[config.mk]
export PLATFORM = sky130hd
export DESIGN_NAME = debouncer_bank
export DESIGN_NICKNAME = d
export VERILOG_FILES = /design/src/rtl/debounce_pkg.sv /design/src/rtl/debounce_ch.sv /design/src/rtl/debouncer_bank.sv
export SDC_FILE = /design/constraint.sdc
export NUM_CORES = 1
export LEC_CHECK = 0
export ABC_AREA = 1
export ABC_CLOCK_PERIOD_IN_PS = 1700
export BUFFER_PORTS_ARGS = -buffer_cell sky130_fd_sc_hd__buf_4
export CORE_MARGIN = 10
export CORE_UTILIZATION = 30
export DETAILED_ROUTE_END_ITERATION = 6
export PLACE_DENSITY = 0.55
export SYNTH_ARGS = -nofsm -noshare
export SYNTH_HDL_FRONTEND = slang
export SYNTH_SLANG_ARGS = --single-unit
[constraint.sdc]
create_clock -name clk -period 1.7 [get_ports clk]
set_clock_uncertainty 0.05 [all_clocks]
set_input_delay 0.255 -clock clk [delete_from_list [all_inputs] [get_ports clk]]
set_output_delay 0.255 -clock clk [all_outputs]
set_load 0.005 [all_outputs]
[src/rtl/debounce_pkg.sv]
// Shared types and elaboration helpers for the debouncer bank.
package debounce_pkg;

  typedef enum logic [1:0] {
    ST_LO  = 2'd0,
    CHK_HI = 2'd1,
    ST_HI  = 2'd2,
    CHK_LO = 2'd3
  } deb_state_e;

  // True when a cnt_w-bit counter can reach stable_cnt-1.
  function automatic bit cnt_fits(int cnt_w, int stable_cnt);
    longint max_cnt;
    max_cnt = (longint'(1) << cnt_w) - 1;
    return max_cnt >= longint'(stable_cnt - 1);
  endfunction

endpackage

[src/rtl/debounce_ch.sv]
// One debounce channel: synchroniser, qualification FSM with stability counter,
// registered level/toggle output and single-cycle rise/fall pulses.
module debounce_ch #(
  parameter int SYNC_STAGES = 2,
  parameter int STABLE_CNT  = 50000,
  parameter int CNT_W       = 16,
  parameter int TOGGLE_MODE = 0
) (
  input  logic clk,
  input  logic rst_n,
  input  logic tick,
  input  logic sen_in,
  output logic sen_out,
  output logic rise,
  output logic fall
);
  import debounce_pkg::*;

  localparam logic [CNT_W-1:0] CNT_LAST = CNT_W'(STABLE_CNT - 1);

  logic [SYNC_STAGES-1:0] sync_q;
  logic                   s;
  deb_state_e             state_q, state_nxt;
  logic [CNT_W-1:0]       cnt_q, cnt_nxt;
  logic                   rise_nxt, fall_nxt, out_nxt;

  // Synchroniser stage: sen_in is asynchronous to clk.
  always_ff @(posedge clk or negedge rst_n) begin
    if (!rst_n) sync_q <= '0;
    else        sync_q <= {sync_q[SYNC_STAGES-2:0], sen_in};
  end

  assign s = sync_q[SYNC_STAGES-1];

  // A reverting input wins over tick; the entry cycle into CHK_* is not counted.
  always_comb begin
    state_nxt = state_q;
    cnt_nxt   = cnt_q;
    rise_nxt  = 1'b0;
    fall_nxt  = 1'b0;
    case (state_q)
      ST_LO: begin
        if (s) begin
          state_nxt = CHK_HI;
          cnt_nxt   = '0;
        end
      end
      CHK_HI: begin
        if (!s) begin
          state_nxt = ST_LO;
        end else if (tick) begin
          if (cnt_q == CNT_LAST) begin
            state_nxt = ST_HI;
            rise_nxt  = 1'b1;
          end else begin
            cnt_nxt = cnt_q + CNT_W'(1);
          end
        end
      end
      ST_HI: begin
        if (!s) begin
          state_nxt = CHK_LO;
          cnt_nxt   = '0;
        end
      end
      CHK_LO: begin
        if (s) begin
          state_nxt = ST_HI;
        end else if (tick) begin
          if (cnt_q == CNT_LAST) begin
            state_nxt = ST_LO;
            fall_nxt  = 1'b1;
          end else begin
            cnt_nxt = cnt_q + CNT_W'(1);
          end
        end
      end
      default: state_nxt = ST_LO;
    endcase

    if (TOGGLE_MODE != 0) out_nxt = sen_out ^ rise_nxt;
    else                  out_nxt = (state_nxt == ST_HI) || (state_nxt == CHK_LO);
  end

  // Output register stage: every output is a flop.
  always_ff @(posedge clk or negedge rst_n) begin
    if (!rst_n) begin
      state_q <= ST_LO;
      cnt_q   <= '0;
      sen_out <= 1'b0;
      rise    <= 1'b0;
      fall    <= 1'b0;
    end else begin
      state_q <= state_nxt;
      cnt_q   <= cnt_nxt;
      sen_out <= out_nxt;
      rise    <= rise_nxt;
      fall    <= fall_nxt;
    end
  end

endmodule

[src/rtl/debouncer_bank.sv]
// Bank of N_CH independent debounce channels sharing clock, reset and tick.
module debouncer_bank #(
  parameter int N_CH        = 4,
  parameter int SYNC_STAGES = 2,
  parameter int STABLE_CNT  = 50000,
  parameter int CNT_W       = 16,
  parameter int TOGGLE_MODE = 0
) (
  input  logic            clk,
  input  logic            rst_n,
  input  logic            tick,
  input  logic [N_CH-1:0] sen_in,
  output logic [N_CH-1:0] sen_out,
  output logic [N_CH-1:0] rise,
  output logic [N_CH-1:0] fall
);
  import debounce_pkg::*;

  if (!cnt_fits(CNT_W, STABLE_CNT)) begin : g_cnt_w_chk
    $error("debouncer_bank: CNT_W too narrow for STABLE_CNT");
  end
  if (SYNC_STAGES < 2 || STABLE_CNT < 1 || N_CH < 1) begin : g_param_chk
    $error("debouncer_bank: SYNC_STAGES>=2, STABLE_CNT>=1, N_CH>=1 required");
  end

  for (genvar i = 0; i < N_CH; i++) begin : g_ch
    debounce_ch #(
      .SYNC_STAGES (SYNC_STAGES),
      .STABLE_CNT  (STABLE_CNT),
      .CNT_W       (CNT_W),
      .TOGGLE_MODE (TOGGLE_MODE)
    ) u_ch (
      .clk     (clk),
      .rst_n   (rst_n),
      .tick    (tick),
      .sen_in  (sen_in[i]),
      .sen_out (sen_out[i]),
      .rise    (rise[i]),
      .fall    (fall[i])
    );
  end

endmodule

## Word level (Yosys, flattened, before mapping)

Index checks and enable logic that the tools add are counted.

| operators by class | value |
|---|---|
| add/subtract/negate cells | 4 |
| equality and inequality tests | 40 |
| mux-type cells | 88 |
| reduce and logical (&&, ||, !) cells | 12 |

Operators with widths:

| cell | count |
|---|---|
| 16-bit 2-to-1 mux | 24 |
| 16-bit one-hot mux with 4 select lines | 4 |
| 16-bit by 1-bit adder with 16-bit output, second input constant | 4 |
| 16-bit equality test, second input constant | 4 |
| 2-bit 2-to-1 mux | 32 |
| 2-bit equality test, second input constant | 16 |
| 2-bit one-hot mux with 4 select lines | 4 |
| 1-bit 2-to-1 mux | 24 |
| 2-bit by 1-bit != test with 1-bit output, second input constant | 8 |
| 2-bit != test, second input constant | 8 |
| 4-bit AND reduction | 4 |
| 2-bit by 1-bit equality test with 1-bit output, second input constant | 4 |
| 2-bit logical NOT | 4 |
| 1-bit logical OR | 4 |

| word-level totals | value |
|---|---|
| flip-flop bits (word level) | 92 |
| input port bits | 7 |

## Depth between registers and ports, before layout

Gate-level depths: netlist of the first run.

| depth | value |
|---|---|
| word-level depth | 7 |
| depth in mapped cells | 10 |
| gate-level depth less buffers | 10 |

## Modules after synthesis

A second synthesis of the first run with hierarchy kept.

| unflattened totals | value |
|---|---|
| cells, all modules | 735 |
| area total of the unflattened synthesis | 5506.5 µm² |

By module, submodules not included:

| module | instances | cells an instance | area each (µm²) |
|---|---|---|---|
| debounce_ch at g_ch[0].u_ch ... | 3 | 184 | 1375.1 |
| debounce_ch at g_ch[3].u_ch | 1 | 183 | 1381.3 |

## Least setup slack after synthesis of the first run

Ideal clock, no wire load.

| path | value |
|---|---|
| path kind | register to register |
| start point | register g_ch[1].u_ch.cnt_q[0] |
| end point | register g_ch[1].u_ch.cnt_q[10] |
| setup time | 0.126 ns |
| arrival | 1.365 ns |
| data required time | 1.524 ns |
| path slack | 0.158 ns |
| stages on the path, launching flop included | 8 |
| buffers on the path | 1 |
| period minus slack after synthesis | 1.542 ns |
| path through | dfrtp_1 ha_1 nand3_1 nor2_1 nand2_1 a21oi_1 buf_4 o21ai_0 |

| on the way | value |
|---|---|
| longest elaborated chain between the ends | 5 |
| elaborated cells between the ends (all ways) | 7 |

Ends and longest elaborated chain:

| what | line | source |
|---|---|---|
| from (decl) | debounce_ch.sv:24 | `logic [CNT_W-1:0] cnt_q, cnt_nxt;` |
| from (signal assigned) | debounce_ch.sv:95 | `cnt_q <= cnt_nxt;` |
| 16-bit by 1-bit adder with 16-bit output or 16-bit equality test (tied branches) | -- |  |
| 16-bit 2-to-1 mux (*) | debounce_ch.sv:52, debounce_ch.sv:70 |  |
| 16-bit 2-to-1 mux (*) | debounce_ch.sv:51 | `end else if (tick) begin` |
| 16-bit 2-to-1 mux, on equally long branches | debounce_ch.sv:67, debounce_ch.sv:49 |  |
| 16-bit one-hot mux with 4 select lines (*) | debounce_ch.sv:41 | `case (state_q)` |

Mark *: on every way between the ends. The rest lies on a longest branch, timed or not. The select of a mux whose other input is x is not followed.
A chain may end at the register's enable or synchronous reset.

## Worst setup path in the final report of the first run

| path | value |
|---|---|
| start point | register g_ch[3].u_ch.cnt_q[0] |
| end point | register g_ch[3].u_ch.sen_out |

| on the way | value |
|---|---|
| longest elaborated chain between the ends | 7 |
| elaborated cells between the ends (all ways) | 11 |

Ends and longest elaborated chain:

| what | line | source |
|---|---|---|
| from (decl) | debounce_ch.sv:24 |  |
| from (signal assigned) | debounce_ch.sv:95 |  |
| 16-bit equality test (*) | debounce_ch.sv:52, debounce_ch.sv:70 |  |
| 2-bit 2-to-1 mux, on equally long branches | debounce_ch.sv:70, debounce_ch.sv:52 |  |
| 2-bit 2-to-1 mux, on equally long branches | debounce_ch.sv:69, debounce_ch.sv:51 |  |
| 2-bit 2-to-1 mux, on equally long branches | debounce_ch.sv:67, debounce_ch.sv:49 |  |
| 2-bit one-hot mux with 4 select lines (*) | debounce_ch.sv:41 |  |
| 2-bit equality test | debounce_ch.sv:82 | `else out_nxt = (state_nxt == ST_HI) \|\| (state_nxt == CHK_LO);` |
| 1-bit logical OR (*) | debounce_ch.sv:82 |  |
| named net g_ch[3].u_ch.out_nxt | debounce_ch.sv:25 | `logic rise_nxt, fall_nxt, out_nxt;` |
| to (signal assigned) | debounce_ch.sv:96 | `sen_out <= out_nxt;` |
| to (decl) | debounce_ch.sv:13 | `output logic sen_out,` |

The timed path passes the listed nets; every way through them passes the cells marked *.

==> results of run 1 <==
-- Yosys cell counts --
cell type	number
a21oi_1	6
a21oi_4	2
buf_2	4
buf_4	16
buf_6	2
clkbuf_1	4
clkinv_1	1
dfrtp_1	92
ha_1	4
inv_1	74
inv_2	1
nand2_1	264
nand2_2	4
nand3_1	52
nand3_2	1
nand3_4	1
nand4_1	23
nor2_1	117
nor2_2	1
nor2_4	2
nor3_1	8
o21ai_0	23
o21ai_1	12
o21bai_1	18
or2_2	1
xnor2_1	3
xor2_1	21
-- registers in the layout (all words and copies together), names as in the netlist --
signal             cells
g_ch.u_ch.cnt_q       64
g_ch.u_ch.fall         4
g_ch.u_ch.rise         4
g_ch.u_ch.sen_out      4
g_ch.u_ch.state_q      8
g_ch.u_ch.sync_q       8
-- power by group through the flow --
stage / registers (mW) / clock network [mW] / logic, mW
floorplan: 2.34 / 0 / 0.219
global placement: 2.34 / 0 / 0.432
detailed placement: 2.34 / 0 / 0.431
CTS: 2.30 / 2.27 / 0.442
global route: 2.31 / 2.34 / 0.512
finish: 2.30 / 2.19 / 0.447
-- layout make-up --
class / count / area [um^2] / area share, %
Clock buffer: 11 / 243 / 3.73
Tap cell: 225 / 282 / 4.32
Clock inverter: 4 / 73.8 / 1.13
Timing Repair Buffer: 83 / 706 / 10.8
Inverter: 76 / 285 / 4.38
Sequential cell: 92 / 2300 / 35.4
Multi-Input combinational cell: 563 / 2620 / 40.2
-- cell usage in the layout (no fill, tap or decap), drive strengths merged, types with 5 or more instances in the layout --
cell type and n:
nand4 23, buf 78, nand2 268, inv 75
xor2 21, nand3 54, nor2 120, dfrtp 92
clkbuf 11, o21ai 35, a21oi 8, nor3 8
o21bai 18, dlygate4sd3 5
-- critical path: stages (launching register included) --
cell	delay [ns]
dfrtp_1	0.39
ha_1	0.21
nand3_2	0.11
nor2_2	0.15
nand4_1	0.18
inv_1	0.10
nand2_1	0.07
nand2_1	0.13
inv_1	0.07
-- timing repair --
item | CTS | global route
setup endpoints to repair | 0 | 23
hold endpoints to repair | 32 | 0
setup buffers | 0 | 2
hold buffers | 5 | 0
gates resized for setup | 0 | 13
-- logic make-up (layout without fill, tap and decap cells) --
logic type	Yosys count	after routing	synth area share, %
AOI/OAI and AO/OA	61	61	6.96
xor gates and xnor gates	24	24	3.92
adders and majority gates	4	4	0.934
buffers and inverters	102	174	8.64
DFF	92	92	43.0
and+or+nand+nor	474	474	36.6
-- metrics by stage --
step           cell area (um^2)  hold WS [ns]
2_1_floorplan              5360       -0.0906
5_1_grt                    6510         0.297
3_5_place_dp               6090         0.197
6_report                   6510         0.270
4_1_cts                    6460         0.269
3_3_place_gp               6090         0.193
-- per-layer routing --
layer | global-route usage (%) | vias to the layer above | routed length, um
met3 | 2.65 | 14 | 486
met5 | 0 | - | 0
met2 | 17.4 | 72 | 5780
li1 | - | 2505 | -
met4 | 4.32 | 0 | 223
met1 | 13.7 | 2179 | 6070
-- final timing paths --
kind                                              from                      to  slack, ns  depth (start not counted)
max in group asynchronous                        rst_n   g_ch[3].u_ch.cnt_q[4]       0.72                          3
worst min-delay path                              tick       g_ch[2].u_ch.rise       0.27                          3
worst min register to register  g_ch[0].u_ch.sync_q[0]  g_ch[0].u_ch.sync_q[1]       0.30                          0
min in group asynchronous                        rst_n   g_ch[2].u_ch.cnt_q[1]       0.35                          2
worst max-delay path             g_ch[3].u_ch.cnt_q[0]    g_ch[3].u_ch.sen_out       0.13                          8
worst max register to register   g_ch[3].u_ch.cnt_q[0]    g_ch[3].u_ch.sen_out       0.13                          8
==> impl_summary.txt, run 1 <==
----------------------------------------------------
[Routing]
  Post-route antenna net violation count ... 0
  First-pass DRT Iterations ... 4
  Total via count in the routed design ... about 4800
  Detailed-route DRC error count ... 0
  Routed wirelength normalized by instance count ... between 10 and 15 um
  DRC marker count from the first detailed-route iteration ... 258
  DRT Wirelength ... about 13 mm
  Via-to-Cell Ratio ... about 4.5

[Placed design]
  Final HPWL DP ... 9.27 mm
  Final Wtd Congestion ... 0.849
  PortBufs ... 18
  Post-placement cell count ... roughly 1000
  Dpl ws ... between 0.04 and 0.05 ns

[Power]
  Switching power share of the total ... between 20% and 30%
  Clock power share ... between 40% and 50%
  Internal Dissipation ... 3.75 mW
  Combinational share of power ... a little over 9%
  Peak supply drop ... 0.610 mV
  Overall Power ... 4.94 mW
  Power dissipated by switching net loads ... between 1 and 1.5 mW
  Total leakage power ... 2.94 nW
  Power per cell area ... about 760 nW/um^2
  Fraction of power consumed by sequential logic ... between 40% and 50%

[Logic synthesis]
  Count of distinct cell types in the synthesized netlist ... 27
  Post-synthesis sequential element count ... a little over 90
  Most area-consuming cells after synthesis ... dfrtp_1 (43%), nand2_1 (18%), nor2_1 (8.2%)
  Fraction of synthesized cell area taken by the top area cell type ... between 40% and 50%
  Sequential fraction of the synthesis area ... 43.0%
  Netlist area before placement ... roughly 5400 um^2
  Post-Syn Nets ... about 770
  Total of warnings raised by yosys ... 0
  Gate count after technology mapping ... between 700 and 800
  Mean cell area of the mapped netlist ... about 7 um^2
  Yosys top cell by area ... dfrtp_1

[Global route]
  Pin count of the biggest net entering global routing ... 33
  Number of antenna violations at the first check in global routing ... 0
  Global-route congestion overflow total ... 0
  Wire length of the first global-routing pass ... 21.5 mm
  Total routing resource utilization after global routing ... 10.9%
  Number of global-route vias before repair ... 4497

[Floorplanning]
  Vertical die dimension ... approximately 150 um
  Initial core utilization ... a little under a third
  Die Span X ... roughly 150 um
  Area of the core ... ~17000 um^2
  Number of rows created at floorplan ... 48
  Ports ... 19
  Die Footprint ... 23600 um^2

[Clock network]
  Clock Pin Slew Worst Setup and Hold Paths ... 0.07 ns
  CTS HTree Levels ... 3
  Clk_lat worst skew ... ~0.35 ns
  Clock Tree Root ... clkbuf_16
  TritonCTS buffer count ... 9
  Clock tree from TritonCTS ... yes
  Number of clock sinks ... 92
  Max Buffers Root-to-Sink ... 2

[Timing]
  Total count of hold-check failures in the final report ... 0
  Period Utilization, post-route ... 92.6%
  Minimum clock period ... ~1.6 ns
  Count of final setup violators ... 0
  Rel. slew slack ... between 60% and 70%
  Smallest setup slack after layout ... ~0.13 ns
  Worst Tran Pin Value ... about 0.46 ns
  Final Max Slew Viols ... 0
  Setup TNS Final ... 0 ns
  Max Fclk ... 635 MHz

[Layout]
  Synth-to-Final Area Change ... 21.5%
  Layout cells sized above 1 ... a little over an eighth
  Count of nets after finishing ... approximately 840
  Antenna cell count ... 0
  Post-Layout Cell Count ... 1054
  Count of filler cells inserted in the layout ... ~1800
  Core utilization of the finished layout ... a little under two fifths

[Setup path]
  CP endpoint kind ... flop
  Crit Path Category ... flop to flop
  Endpoint required time on the critical path ... 1.89 ns
  Arrival @ worst endpoint ... around 1.8 ns
  Maximum fanout encountered on the critical timing path ... 4
  Startpoint type of the worst setup path ... flop

[Hold path]
  Path type of the worst min-delay path ... primary input to flop

[Status]
  Status ... finished clean

[Flow run]
  Number of violations of the max-capacitance limit ... 0

----------------------------------------------------
(Power assumes the default switching activity.)
==> run 2, diff against run 1 <==
--- a/config.mk
+++ b/config.mk
@@ -12,6 +12,7 @@
 export CORE_UTILIZATION = 30
 export DETAILED_ROUTE_END_ITERATION = 6
 export PLACE_DENSITY = 0.55
+export SETUP_SLACK_MARGIN = 0.5
 export SYNTH_ARGS = -nofsm -noshare
 export SYNTH_HDL_FRONTEND = slang
 export SYNTH_SLANG_ARGS = --single-unit
==> run 2 against run 1 <==
  * Critical path type unchanged
  * First-iteration DRC count is 27% higher
  * Die area did not move
  * Count of clock-buffer cells in the layout down 1
  * Critical path depth is 1 lower
  * Wire length is 11% higher
  * Total power up 11%
  * Final cell count rose by 2.7%
  * Global-route usage grew 0.65 points
  * Sequential share of layout area is 4.0 points lower
  * Flip-flop and latch count unchanged
  * Design area up 14%
  * Via count is 3.7% higher
==> impl_summary.txt, run 2 (synthesis results as in run 1) <==
----------------------------------------------------
[Status]
  Status ... finished clean

[Routing]
  DRT Wirelength ... 14.0 mm
  Total via count in the routed design ... about 4900
  DRC marker count from the first detailed-route iteration ... 328
  Routed wirelength normalized by instance count ... 12.9 um
  Via-to-Cell Ratio ... between 4 and 5
  Post-route antenna net violation count ... 0
  Detailed-route DRC error count ... 0
  First-pass DRT Iterations ... 4

[Setup path]
  Maximum cell stage delay along the critical path ... about 0.40 ns
  Cell family contributing the most delay on the critical path ... flip-flops
  CP Cell Sequence ... ha_4 -> nand3_4 -> nor2_4 -> nand2_4 -> a21oi_4 -> buf_6 -> o21ai_0
  Slowest stage cell on the critical path ... dfrtp_1
  Crit Path Category ... flop to flop
  CP endpoint kind ... flop
  Arrival @ worst endpoint ... 1.71 ns
  Maximum fanout encountered on the critical timing path ... 5
  Endpoint required time on the critical path ... 1.88 ns
  Worst Path Buf+Inv ... 1
  Startpoint type of the worst setup path ... flop

[Clock network]
  Number of clock sinks ... a little over 90
  TritonCTS buffer count ... 9
  Max Buffers Root-to-Sink ... 2
  Clock Tree Root ... clkbuf_16
  Clk_lat worst skew ... between 0.3 and 0.4 ns
  Clock Pin Slew Worst Setup and Hold Paths ... around 0.06 ns
  Clock tree from TritonCTS ... yes
  CTS HTree Levels ... 3

[Placed design]
  Final Wtd Congestion ... roughly 0.83
  Dpl ws ... roughly 0.13 ns
  Total cell area at the placement stage ... around 5900 um^2
  Final HPWL DP ... slightly below 9 mm
  PortBufs ... 18

[Floorplanning]
  Area of the core ... roughly 17000 um^2
  Ports ... 19
  Die Footprint ... around 24000 um^2
  Die Span X ... about 150 um
  Initial core utilization ... 30.8%
  Number of rows created at floorplan ... 48
  Vertical die dimension ... 154 um

[Power]
  Switching power share of the total ... between 20% and 30%
  Clock power share ... a little under half
  Peak supply drop ... approximately 0.54 mV
  Internal Dissipation ... just over 4 mW
  Total leakage power ... 3.21 nW
  Combinational share of power ... 11.6%
  Overall Power ... about 5.5 mW
  Power dissipated by switching net loads ... 1.36 mW
  Fraction of power consumed by sequential logic ... between 40% and 50%
  Power per cell area ... roughly 740 nW/um^2

[Layout]
  Final non-filler cell area ... 7420 um^2
  Antenna cell count ... 0
  Top Registers ... g_ch.u_ch.cnt_q x64, g_ch.u_ch.state_q x8, g_ch.u_ch.sync_q x8
  Register containing the most flip-flops in the final layout ... g_ch.u_ch.cnt_q
  Commonest non-fill, non-tap cells in the layout ... nand2_1 (202), nor2_1 (88), buf_4 (81), dfrtp_1 (74), inv_1 (66)
  Max reg flops ... 64
  Total area of sequential cells ... roughly 2300 um^2
  Count of nets after finishing ... 863
  Count of filler cells inserted in the layout ... about 1800
  Synth-to-Final Area Change ... 38.4%
  Layout cells sized above 1 ... a little under a third
  Commonest non-fill, non-tap cell in the layout ... nand2_1
  Multi-input gate area ... 3250 um^2

[Timing]
  Setup repair after global routing missed its margin ... yes
  Total count of hold-check failures in the final report ... 0
  Worst Tran Pin Value ... between 0.5 and 0.6 ns
  Final Max Slew Viols ... 0
  Rel. slew slack ... 65.8%
  Minimum clock period ... roughly 1.5 ns
  Period Utilization, post-route ... 90.0%
  Setup TNS Final ... 0 ns
  Count of final setup violators ... 0
  Smallest setup slack after layout ... between 0.15 and 0.2 ns
  Max Fclk ... 653 MHz

[Global route]
  Wire length of the first global-routing pass ... roughly 23 mm
  Total routing resource utilization after global routing ... 11.5%
  Number of global-route vias before repair ... a little under 5000
  Global-route congestion overflow total ... 0
  Pin count of the biggest net entering global routing ... between 90 and 100
  Number of antenna violations at the first check in global routing ... 0

[Hold path]
  Path type of the worst min-delay path ... primary input to flop

[Flow run]
  Number of violations of the max-capacitance limit ... 0

----------------------------------------------------
==> run 2: area by class of cell <==
type | count | area share [%]
inverter | 76 | 3.84
clock buffer | 10 | 3.09
timing repair buffer | 106 | 12.3
tap | 225 | 3.79
sequential | 92 | 31.3
clock inverter | 6 | 1.84
multi-input combinational | 567 | 43.8
==> run 2: path summary, 6_finish.rpt <==
kind / startpoint / endpoint / slack, ns / cells after the start
hold reg to reg: g_ch[3].u_ch.sync_q[0] / g_ch[3].u_ch.sync_q[1] / 0.30 / 0
hold / removal: tick / g_ch[2].u_ch.rise / 0.27 / 3
max in group asynchronous: rst_n / g_ch[2].u_ch.cnt_q[7] / 0.75 / 3
min in group asynchronous: rst_n / g_ch[3].u_ch.sen_out / 0.43 / 3
setup / recovery: g_ch[2].u_ch.cnt_q[0] / g_ch[2].u_ch.cnt_q[10] / 0.17 / 7
setup reg to reg: g_ch[2].u_ch.cnt_q[0] / g_ch[2].u_ch.cnt_q[10] / 0.17 / 7
==> run 2: timing repair <==
| item | in CTS | in global routing |
|---|---|---|
| gates resized for setup | 55 | 134 |
| endpoints found under the setup margin | 85 | 85 |
| hold buffers | 5 | 0 |
| pin swaps | 19 | 40 |
| gates cloned | 4 | 5 |
| endpoints found under the hold margin | 96 | 0 |
| buffers inserted | 29 | 23 |
==> run 2: through the flow <==
| step | hold slack (ns) | util (%) | instances |
|---|---|---|---|
| after floorplan | -0.0906 | - | 757 |
| after global placement | 0.281 | 34.0 | 1000 |
| after detailed placement | 0.287 | 34.0 | 1000 |
| after CTS | 0.272 | 38.8 | 1054 |
| after global routing | 0.284 | 42.6 | 1082 |
| final | 0.268 | 42.6 | 1082 |
==> run 2: power groups by stage <==
stage	combinational, mW	sequential, mW	clock, mW
2_1_floorplan	0.262	2.35	0
3_3_place_gp	0.390	2.37	0
3_5_place_dp	0.393	2.37	0
4_1_cts	0.533	2.32	2.59
5_1_grt	0.699	2.33	2.66
6_report	0.635	2.33	2.50
==> run 2: worst min-delay path, delay by kind of cell <==
family                 cells  cell delay, ns
and+or+nand+nor            2            0.23
buffers and inverters      1            0.14
==> run 2: metal layers <==
layer  vias to the layer above  wire (um)  GRT usage (%)
met5                         -          0              0
met4                         0        264           4.86
met1                      2296       6460           14.2
li1                       2575          -              -
met3                        20        392           2.34
met2                        54       6870           19.1
